[config.mk]
export PLATFORM = sky130hd
export DESIGN_NAME = id_hazard_controller
export DESIGN_NICKNAME = d
export VERILOG_FILES = /design/src/rtl/id_hazard_controller_pkg.sv /design/src/rtl/id_hazard_controller_hazard_match.sv /design/src/rtl/id_hazard_controller.sv
export SDC_FILE = /design/constraint.sdc
export NUM_CORES = 1
export LEC_CHECK = 0
export ABC_CLOCK_PERIOD_IN_PS = 3500
export BUFFER_PORTS_ARGS = -buffer_cell sky130_fd_sc_hd__buf_2
export CAP_MARGIN = 20
export CORE_MARGIN = 2
export CORE_UTILIZATION = 45
export DETAILED_ROUTE_END_ITERATION = 8
export GPL_ROUTABILITY_DRIVEN = 0
export PLACE_DENSITY = 0.7
export SLEW_MARGIN = 30
export SYNTH_ARGS = -nofsm -noshare
export SYNTH_HDL_FRONTEND = slang
export SYNTH_SLANG_ARGS = --single-unit
export TNS_END_PERCENT = 10
[constraint.sdc]
create_clock -name clk -period 3.5 [get_ports clk]
set_input_delay 0.175 -clock clk [delete_from_list [all_inputs] [get_ports clk]]
set_output_delay 0.175 -clock clk [all_outputs]
set_load 0.02 [all_outputs]
[src/rtl/id_hazard_controller_pkg.sv]
// Shared types for the decode-stage hazard controller: shadow pipeline slot
// record and FSM state encodings.
package id_hazard_controller_pkg;

  localparam int REG_ADDR_W = 5;

  typedef logic [REG_ADDR_W-1:0] reg_addr_t;

  typedef struct packed {
    logic      vld;
    reg_addr_t rd;
    logic      ld;
  } slot_t;

  typedef enum logic {
    ST_BOOT = 1'b0,
    ST_RUN  = 1'b1
  } state_t;

endpackage

[src/rtl/id_hazard_controller_hazard_match.sv]
// Compares the ID source fields against one shadow slot; x0 never matches.
// need_ld restricts the hit to slots that hold a load (load-use only mode).
module id_hazard_controller_hazard_match
  import id_hazard_controller_pkg::*;
(
  input  logic      need_ld,
  input  reg_addr_t rs1,
  input  reg_addr_t rs2,
  input  logic      use_rs1,
  input  logic      use_rs2,
  input  slot_t     slot,
  output logic      match
);

  logic src_hit;

  assign src_hit = (use_rs1 && (rs1 == slot.rd)) || (use_rs2 && (rs2 == slot.rd));
  assign match   = slot.vld && (slot.rd != '0) && src_hit && (!need_ld || slot.ld);

endmodule

[src/rtl/id_hazard_controller.sv]
// Decode-stage issue/stall/squash sequencer with boot flush, shadow
// scoreboard of in-flight destinations and a saturating stall counter.
module id_hazard_controller
  import id_hazard_controller_pkg::*;
#(
  parameter int FORWARDING  = 1,
  parameter int BOOT_CYCLES = 2,
  parameter int CNT_W       = 32
) (
  input  logic             clk,
  input  logic             reset,
  input  logic             id_valid,
  input  logic [4:0]       id_rs1,
  input  logic [4:0]       id_rs2,
  input  logic [4:0]       id_rd,
  input  logic             id_use_rs1,
  input  logic             id_use_rs2,
  input  logic             id_reg_write,
  input  logic             id_mem_read,
  input  logic             ex_redirect,
  output logic             stall_F,
  output logic             stall_D,
  output logic             flush_D,
  output logic             flush_E,
  output logic             booting,
  output logic [CNT_W-1:0] stall_count
);

  localparam logic [3:0] BOOT_LAST = 4'(BOOT_CYCLES - 1);
  localparam logic       FWD_ON    = (FORWARDING != 0);

  state_t     state;
  logic [3:0] boot_cnt;
  logic       booting_q;
  slot_t      ex_slot, mem_slot, wb_slot;
  logic       m_ex, m_mem, m_wb;
  logic       hz;

  function automatic logic [CNT_W-1:0] sat_inc(input logic [CNT_W-1:0] v);
    return (&v) ? v : v + {{(CNT_W-1){1'b0}}, 1'b1};
  endfunction

  // Boot sequencer: the counter restarts on every reset assertion
  always_ff @(posedge clk or posedge reset) begin
    if (reset) begin
      state     <= ST_BOOT;
      boot_cnt  <= '0;
      booting_q <= 1'b1;
    end else begin
      case (state)
        ST_BOOT: begin
          if (boot_cnt == BOOT_LAST) begin
            state     <= ST_RUN;
            booting_q <= 1'b0;
          end else begin
            boot_cnt <= boot_cnt + 4'd1;
          end
        end
        ST_RUN:  state <= ST_RUN;
        default: begin
          state     <= ST_BOOT;
          booting_q <= 1'b1;
        end
      endcase
    end
  end

  assign booting = booting_q;

  // With forwarding only a load sitting in EX can hurt; without it any slot can
  id_hazard_controller_hazard_match u_match_ex (
    .need_ld(FWD_ON), .rs1(id_rs1), .rs2(id_rs2), .use_rs1(id_use_rs1),
    .use_rs2(id_use_rs2), .slot(ex_slot), .match(m_ex)
  );
  id_hazard_controller_hazard_match u_match_mem (
    .need_ld(1'b0), .rs1(id_rs1), .rs2(id_rs2), .use_rs1(id_use_rs1),
    .use_rs2(id_use_rs2), .slot(mem_slot), .match(m_mem)
  );
  id_hazard_controller_hazard_match u_match_wb (
    .need_ld(1'b0), .rs1(id_rs1), .rs2(id_rs2), .use_rs1(id_use_rs1),
    .use_rs2(id_use_rs2), .slot(wb_slot), .match(m_wb)
  );

  assign hz = id_valid && (FWD_ON ? m_ex : (m_ex || m_mem || m_wb));

  always_comb begin
    stall_F = 1'b0;
    stall_D = 1'b0;
    flush_D = 1'b0;
    flush_E = 1'b0;
    if (state == ST_BOOT) begin
      stall_F = 1'b1;
      flush_D = 1'b1;
      flush_E = 1'b1;
    end else if (ex_redirect) begin
      flush_D = 1'b1;
      flush_E = 1'b1;
    end else if (hz) begin
      stall_F = 1'b1;
      stall_D = 1'b1;
      flush_E = 1'b1;
    end
  end

  // Shadow scoreboard: stalls and redirects enter EX as bubbles
  always_ff @(posedge clk or posedge reset) begin
    if (reset) begin
      ex_slot  <= '0;
      mem_slot <= '0;
      wb_slot  <= '0;
    end else if (state == ST_BOOT) begin
      ex_slot.vld  <= 1'b0;
      mem_slot.vld <= 1'b0;
      wb_slot.vld  <= 1'b0;
    end else begin
      wb_slot  <= mem_slot;
      mem_slot <= ex_slot;
      ex_slot  <= '{vld: id_valid && id_reg_write && !hz && !ex_redirect,
                    rd:  id_rd,
                    ld:  id_mem_read};
    end
  end

  always_ff @(posedge clk or posedge reset) begin
    if (reset) begin
      stall_count <= '0;
    end else if (state == ST_RUN && stall_D) begin
      stall_count <= sat_inc(stall_count);
    end
  end

endmodule

==> results of run 1 <==
==> where the power goes <==
group          total (µW)  internal [µW]  switching, µW
combinational        46.7           23.1           23.5
clock                 407            233            174
sequential            529            524           5.14
==> stage by stage <==
step                instances  hold WS (ns)  cell area (µm²)  total power [µW]  worst slack [ns]
finish                    346        0.0116             2730               982             0.951
global route              346        0.0641             2730              1020             0.784
CTS                       346        0.0276             2730               991             0.969
detailed placement        338         0.349             2620               588             0.974
global placement          338         0.346             2620               587              1.03
floorplan                 219         0.283             2280               566              1.19
==> worst reg2reg max path: stages (launching register included) <==
cell,delay [ns]
sky130_fd_sc_hd__dfrtp_1,0.42
sky130_fd_sc_hd__nand3_1,0.37
sky130_fd_sc_hd__or4_4,0.62
sky130_fd_sc_hd__or3_4,0.37
sky130_fd_sc_hd__nand3_2,0.32
sky130_fd_sc_hd__mux2_4,0.34
==> state kept, by name (all words and copies together), names as in the netlist <==
| name | cells |
|---|---|
| stall_count | 32 |
| booting | 1 |
| state | 1 |
| ex_slot | 7 |
| boot_cnt | 4 |
==> cells in the mapped netlist <==
library cell and number:
sky130_fd_sc_hd__a2111oi_0 1, sky130_fd_sc_hd__a21oi_1 1, sky130_fd_sc_hd__a31oi_1 2, sky130_fd_sc_hd__and2_1 2, sky130_fd_sc_hd__and3_1 2, sky130_fd_sc_hd__and4_1 3
sky130_fd_sc_hd__and4b_1 1, sky130_fd_sc_hd__buf_2 2, sky130_fd_sc_hd__buf_6 3, sky130_fd_sc_hd__clkbuf_1 3, sky130_fd_sc_hd__dfrtp_1 44, sky130_fd_sc_hd__dfstp_2 1
sky130_fd_sc_hd__ha_1 3, sky130_fd_sc_hd__inv_1 8, sky130_fd_sc_hd__mux2_2 6, sky130_fd_sc_hd__mux2_4 1, sky130_fd_sc_hd__nand2_1 17, sky130_fd_sc_hd__nand2b_1 3
sky130_fd_sc_hd__nand3_1 19, sky130_fd_sc_hd__nand3_2 1, sky130_fd_sc_hd__nand4_1 10, sky130_fd_sc_hd__nand4b_1 1, sky130_fd_sc_hd__nor2_1 17, sky130_fd_sc_hd__nor2b_1 2
sky130_fd_sc_hd__nor3_1 6, sky130_fd_sc_hd__nor3_2 1, sky130_fd_sc_hd__nor4_1 8, sky130_fd_sc_hd__nor4_2 1, sky130_fd_sc_hd__o21ai_0 3, sky130_fd_sc_hd__o22ai_1 1
sky130_fd_sc_hd__o31a_1 1, sky130_fd_sc_hd__or3_1 1, sky130_fd_sc_hd__or3_4 1, sky130_fd_sc_hd__or4_4 1, sky130_fd_sc_hd__xnor2_1 25, sky130_fd_sc_hd__xor2_1 17
==> layer usage <==
metal	share of wire (%)	wire, µm	up-vias
met1	47	2170	846
li1	-	-	875
met4	1.3	62	0
met3	5.0	233	5
met5	0	0	-
met2	47	2180	49
==> layout make-up <==
cell class	instances	area [µm²]	area share, %
Timing Repair Buffer	60	303	11.1
Clock buffer	7	86.3	3.16
Tap cell	67	83.8	3.07
Clock inverter	1	30.0	1.10
Sequential cell	45	1130	41.3
Inverter	8	30.0	1.10
Multi-Input combinational cell	158	1070	39.2
==> worst min-delay path by stage <==
| stage | start | slack, ns | endpoint | cells past startpoint |
|---|---|---|---|---|
| 2_1_floorplan | id_valid | 0.28 | ex_slot[6] | 2 |
| 3_3_place_gp | reset | 0.35 | stall_count[27] | 3 |
| 3_5_place_dp | reset | 0.35 | stall_count[27] | 3 |
| 4_1_cts | reset | 0.03 | stall_count[25] | 3 |
| 5_1_grt | reset | 0.06 | stall_count[27] | 3 |
| 6_report | reset | 0.01 | stall_count[27] | 3 |
==> kinds of logic after synthesis <==
family,synth area share (%)
buf+inv,3.72
xor+xnor,16.1
flops,49.3
simple gates,23.1
compound gates,2.46
mux,3.61
fa+ha+maj,1.64
==> flow_metrics.py, run 1 <==
metrics = {
    "global_route": {
        "initial_antenna_violation_count": 0,
        "largest_net_degree_at_the_start_of_global_routing": 46,
        "globalRouteMet2Util_pct": 30.4,
        "global_routing_s_busiest_layer": "met2",
        "overflow": 0,
        "globalRouteTotalUtil_pct": 18.3,
        "global_route_wire_length_before_repair_um": 7840,
        "grt_pass1_vias": 1724,
        "grt.met3_usage_pct": 3.48,
        "gr-usage-met1_pct": 23.7,
    },
    "die": {
        "row_count": 25,
        "dieArea_um2": 5660,
        "initial_utilization_pct": 47.4,
        "coreArea_um2": 4820,
        "die_h_um": 75.3,
        "top_level_ports": 60,
        "die_width_um": 75.3,
    },
    "synth": {
        "mappedNetlistArea_um2": 2280,
        "post_synth.cell_area_avg_um2": 10.4,
        "yosys.area.top_type": "sky130_fd_sc_hd__dfrtp_1",
        "postSynthRegisterBits": 45,
        "synth.top_cell.area_share_pct": 48.2,
        "main_area_contributors_after_synthesis": "sky130_fd_sc_hd__dfrtp_1 (48%), sky130_fd_sc_hd__xnor2_1 (9.6%), sky130_fd_sc_hd__xor2_1 (6.5%)",
        "ys_warn_count": 0,
        "synthDistinctLibCells": 36,
        "ys_seq_area_share_pct": 49.3,
        "synth_cells": 219,
        "synth_net_count": 245,
    },
    "worst_hold_path": {
        "hold_path.class": "in -> async",
    },
    "setup_path": {
        "cpLargestDelayFamily": "simple AND/OR/NAND/NOR gates",
        "timing.critical_path.to": "stall_count[1]",
        "r2r-end": "stall_count[1]",
        "worst-r2r-cell-count": 5,
        "regToRegSetupSlack_ns": 0.95,
        "critical_path.slowest_cell": "sky130_fd_sc_hd__or4_4",
        "critPathMaxFanout": 20,
        "cp_data_arrival_time_ns": 2.73,
        "startpoint": "stall_count[11]",
        "required_ns": 3.68,
        "critical_path_buf_inv_count": 0,
        "cp-end-kind": "register",
        "critical_path_depth": 5,
        "worst-setup-path-type": "reg -> reg",
        "critical_path.startpoint_type": "register",
        "timing.critical_path.slowest_cell_delay_ns": 0.62,
        "cells_along_the_critical_path": "nand3_1, or4_4, or3_4, nand3_2, mux2_4",
        "r2r-start": "stall_count[11]",
    },
    "sta": {
        "final.min_clock_period_ns": 2.55,
        "timing.final.crit_share_pct": 72.8,
        "setup_viol": 0,
        "fmax_mhz": 392,
        "final-max-slew-violation-count": 0,
        "slew_headroom_pct": 53.5,
        "timing.final.hold_violations": 0,
        "setup_repair_after_global_routing_missed_its_margin": "false",
        "timing_worst_slew_pin_value_ns": 0.691,
        "worst_clock_skew_ns": 0.00441,
        "final.setup.tns_ns": 0,
    },
    "power": {
        "irDropWorstVdd_uv": 195,
        "p_leak_uw": 0.00133,
        "power_density_nw_per_um2": 359,
    },
    "layout": {
        "synthToLayoutAreaGrowth_pct": 19.6,
        "fillers": 451,
        "most-common-layout-cells": "sky130_fd_sc_hd__buf_2 (59), sky130_fd_sc_hd__dfrtp_1 (44), sky130_fd_sc_hd__xnor2_1 (25)",
        "post-route-util_pct": 56.7,
        "fin_nets": 304,
        "layout-drive-gt1-share_pct": 28.7,
        "antennaDiodeCount": 0,
        "most_frequent_standard_cell_in_the_layout_excluding_fill_and_tap_cells": "sky130_fd_sc_hd__buf_2",
    },
    "clock_network": {
        "worst_setup_hold_path_clk_slew_ns": 0.08,
        "hold_buffers_post_cts": 0,
        "cts_max_level": 2,
        "cts_setup_buffers": 0,
        "maximum_clock_path_buffer_count": 2,
        "numCtsBuffers": 5,
        "clkSinkCount": 45,
        "ctsResizeCount": 0,
        "cts_tree": "built",
        "clk_latency_ns": 0.29,
        "root_buffer_selected_by_cts": "sky130_fd_sc_hd__clkbuf_8",
    },
    "detailed_routing": {
        "initial_drt_markers": 139,
        "detail_route.wl_per_cell_um": 13.4,
        "drt-vias-per-instance": 5.13,
        "detail_route.wirelength_um": 4640,
        "vias": 1775,
        "drt_drc_violations_left": 0,
        "drt.antenna.violating_nets": 0,
        "drt-pass1-iter-count": 4,
    },
    "run_status": {
        "status": "finished, final reports clean",
    },
    "placed_design": {
        "dp_hpwl_um": 3360,
        "port_buffers": 59,
    },
    "flow_run": {
        "max_cap_violations": 0,
    },
}
No activity file was read; power rests on OpenSTA's default activity.
==> run 2, diff against run 1 <==
Settings changed: ABC_AREA from default to 1, ABC_CLOCK_PERIOD_IN_PS 3500 to 2300.
Clock period 3.5 ns to 2.3 ns, I/O delays scaled along.
==> flow_metrics.py, run 2 <==
metrics = {
    "die": {
        "dieArea_um2": 7430,
        "die_h_um": 86.2,
        "row_count": 29,
        "coreArea_um2": 6460,
        "die_width_um": 86.2,
        "initial_utilization_pct": 47.1,
        "top_level_ports": 60,
    },
    "power": {
        "power_density_nw_per_um2": 386,
        "power.share.switching_pct": 23.8,
        "seq_power_share_pct": 58.7,
        "power.switching_uw": 325,
        "irDropWorstVdd_uv": 235,
        "internal-power_uw": 1040,
        "p_clk_share_pct": 35.8,
        "p_leak_uw": 0.00221,
        "combinationalPowerShare_pct": 5.6,
    },
    "clock_network": {
        "worst_setup_hold_path_clk_slew_ns": 0.09,
        "root_buffer_selected_by_cts": "sky130_fd_sc_hd__clkbuf_8",
        "maximum_clock_path_buffer_count": 2,
        "hold_buffers_post_cts": 0,
        "clkSinkCount": 45,
        "cts_tree": "built",
        "clk_latency_ns": 0.30,
        "cts_setup_buffers": 0,
        "ctsResizeCount": 0,
        "numCtsBuffers": 5,
        "cts_max_level": 2,
    },
    "flow_run": {
        "max_cap_violations": 0,
    },
    "synth": {
        "synth.top_cells.by_count": "sky130_fd_sc_hd__nand2_1 (187), sky130_fd_sc_hd__inv_1 (65), sky130_fd_sc_hd__nor2_1 (45)",
        "yosys_most_used_dff": "sky130_fd_sc_hd__dfrtp_1",
        "synth.top_cell.area_share_pct": 36.2,
        "ys_warn_count": 0,
        "postSynthRegisterBits": 45,
        "ys_seq_area_share_pct": 37.1,
        "synthDistinctLibCells": 18,
        "mappedNetlistArea_um2": 3040,
        "synth_net_count": 487,
        "synthMostInstantiatedCell": "sky130_fd_sc_hd__nand2_1",
        "main_area_contributors_after_synthesis": "sky130_fd_sc_hd__dfrtp_1 (36%), sky130_fd_sc_hd__nand2_1 (23%), sky130_fd_sc_hd__o21bai_1 (8.2%)",
        "async_flop_share_pct": 100,
        "post_synth.cell_area_avg_um2": 6.59,
        "number_of_enable_type_register_cells_in_the_synthesized_netlist": 0,
        "synth_cells": 461,
        "yosys.area.top_type": "sky130_fd_sc_hd__dfrtp_1",
    },
    "sta": {
        "setup_repair_after_global_routing_missed_its_margin": "false",
        "post-route-worst-setup-slack_ns": 0.185,
        "final-max-slew-violation-count": 0,
        "timing.final.crit_share_pct": 92.0,
        "setup_viol": 0,
        "fmax_mhz": 473,
        "worst_clock_skew_ns": 0.00888,
        "final.min_clock_period_ns": 2.12,
        "timing_worst_slew_pin_value_ns": 0.764,
        "timing.hold.ws_ns": 0.0132,
        "timing.final.hold_violations": 0,
        "final.setup.tns_ns": 0,
        "slew_headroom_pct": 49.0,
    },
    "layout": {
        "layout-drive-gt1-share_pct": 15.0,
        "most-common-layout-cells": "sky130_fd_sc_hd__nand2_1 (187), sky130_fd_sc_hd__inv_1 (64), sky130_fd_sc_hd__buf_2 (59)",
        "largest_registers": "stall_count: 32 flops, ex_slot: 7 flops, boot_cnt: 4 flops",
        "antennaDiodeCount": 0,
        "most_frequent_standard_cell_in_the_layout_excluding_fill_and_tap_cells": "sky130_fd_sc_hd__nand2_1",
        "max_flop_register": "stall_count",
        "largest_register_ffs": 32,
        "final_std_cell_area_no_fill_um2": 3540,
        "synthToLayoutAreaGrowth_pct": 16.5,
        "fin_nets": 551,
    },
    "setup_path": {
        "regToRegSetupSlack_ns": 0.18,
        "critical_path_depth": 8,
        "worst-setup-path-type": "reg -> reg",
        "critical_path.slowest_cell": "sky130_fd_sc_hd__dfrtp_1",
        "cpLargestDelayFamily": "simple AND/OR/NAND/NOR gates",
        "r2r-end": "stall_count[1]",
        "critical_path_buf_inv_count": 1,
        "cells_along_the_critical_path": "ha_1, nand3_2, nor2_2, nand4_1, nor3_4, buf_4, o21bai_1, nand2_1",
        "worst-r2r-cell-count": 8,
        "critical_path.startpoint_type": "register",
        "cp_data_arrival_time_ns": 2.35,
        "cp-end-kind": "register",
        "timing.critical_path.slowest_cell_delay_ns": 0.47,
        "startpoint": "stall_count[0]",
        "required_ns": 2.54,
        "r2r-start": "stall_count[0]",
        "critPathMaxFanout": 31,
        "timing.critical_path.to": "stall_count[1]",
    },
    "global_route": {
        "initial_antenna_violation_count": 0,
        "grt_pass1_vias": 2796,
        "largest_net_degree_at_the_start_of_global_routing": 46,
        "overflow": 0,
        "globalRouteTotalUtil_pct": 21.7,
        "global_route_wire_length_before_repair_um": 13000,
    },
    "placed_design": {
        "port_buffers": 59,
        "dp_hpwl_um": 5780,
        "minimum_setup_slack_after_placement_ns": 0.210,
        "placedInstanceArea_um2": 3450,
    },
    "detailed_routing": {
        "vias": 2977,
        "detail_route.wirelength_um": 7560,
        "drt.antenna.violating_nets": 0,
        "drt-pass1-iter-count": 4,
        "initial_drt_markers": 193,
        "detail_route.wl_per_cell_um": 12.5,
        "drt-vias-per-instance": 4.94,
        "drt_drc_violations_left": 0,
    },
    "worst_hold_path": {
        "hold_path.class": "in -> reg",
    },
    "run_status": {
        "status": "finished, final reports clean",
    },
}
-- run 2: final cells by class --
type	instances	area (µm²)
Timing Repair Buffer	67	358
Inverter	65	245
Tap cell	77	96.3
Sequential cell	45	1130
Fill cell	643	2920
Clock inverter	1	5.00
Multi-Input combinational cell	341	1630
Clock buffer	7	76.3
-- run 2: worst min path at each step --
| stage | slack (ns) | endpoint | depth (start not counted) | start |
|---|---|---|---|---|
| 5_1_grt | 0.03 | ex_slot[0] | 3 | id_mem_read |
| 4_1_cts | 0.01 | ex_slot[0] | 3 | id_mem_read |
| 3_5_place_dp | 0.32 | ex_slot[0] | 3 | id_mem_read |
| 3_3_place_gp | 0.32 | ex_slot[0] | 3 | id_mem_read |
| 2_1_floorplan | 0.23 | ex_slot[0] | 2 | id_mem_read |
| 6_report | 0.01 | ex_slot[0] | 3 | id_mem_read |
-- run 2: metal layers --
layer	vias up	track usage [%]	share of wire (%)
met2	74	35.0	45
met3	4	2.95	5.2
li1	1542	-	-
met1	1357	31.4	49
met5	-	0	0
met4	0	4.69	0.71
-- run 2: through the flow --
stage | util, % | power [µW] | instances
after detailed placement | 53.4 | 893 | 594
after global routing | 54.8 | 1420 | 603
after global placement | 53.4 | 891 | 594
final | 54.8 | 1370 | 603
after CTS | 54.6 | 1370 | 602
after floorplan | - | 860 | 461
-- run 2: worst register-to-register path: stages (launching register included) --
cell and delay [ns]:
sky130_fd_sc_hd__dfrtp_1 0.47, sky130_fd_sc_hd__ha_1 0.31, sky130_fd_sc_hd__nand3_2 0.19, sky130_fd_sc_hd__nor2_2 0.14, sky130_fd_sc_hd__nand4_1 0.18, sky130_fd_sc_hd__nor3_4 0.20
sky130_fd_sc_hd__buf_4 0.36, sky130_fd_sc_hd__o21bai_1 0.14, sky130_fd_sc_hd__nand2_1 0.07
-- run 2: power groups by stage --
stage / clock network, µW / registers (µW) / logic (µW)
6_report: 488 / 801 / 76.3
3_5_place_dp: 0 / 816 / 76.7
3_3_place_gp: 0 / 816 / 75.2
4_1_cts: 496 / 801 / 77.0
2_1_floorplan: 0 / 815 / 44.3
5_1_grt: 526 / 802 / 90.2
-- run 2: kinds of logic (layout without fill, tap and decap cells) --
group	after synthesis	in the layout	share of synthesized area (%)
compound gates	40	40	9.30
fa+ha+maj	3	3	1.24
simple gates	277	277	36.8
xor+xnor	21	21	6.05
flops	45	45	37.1
buf+inv	75	140	9.51
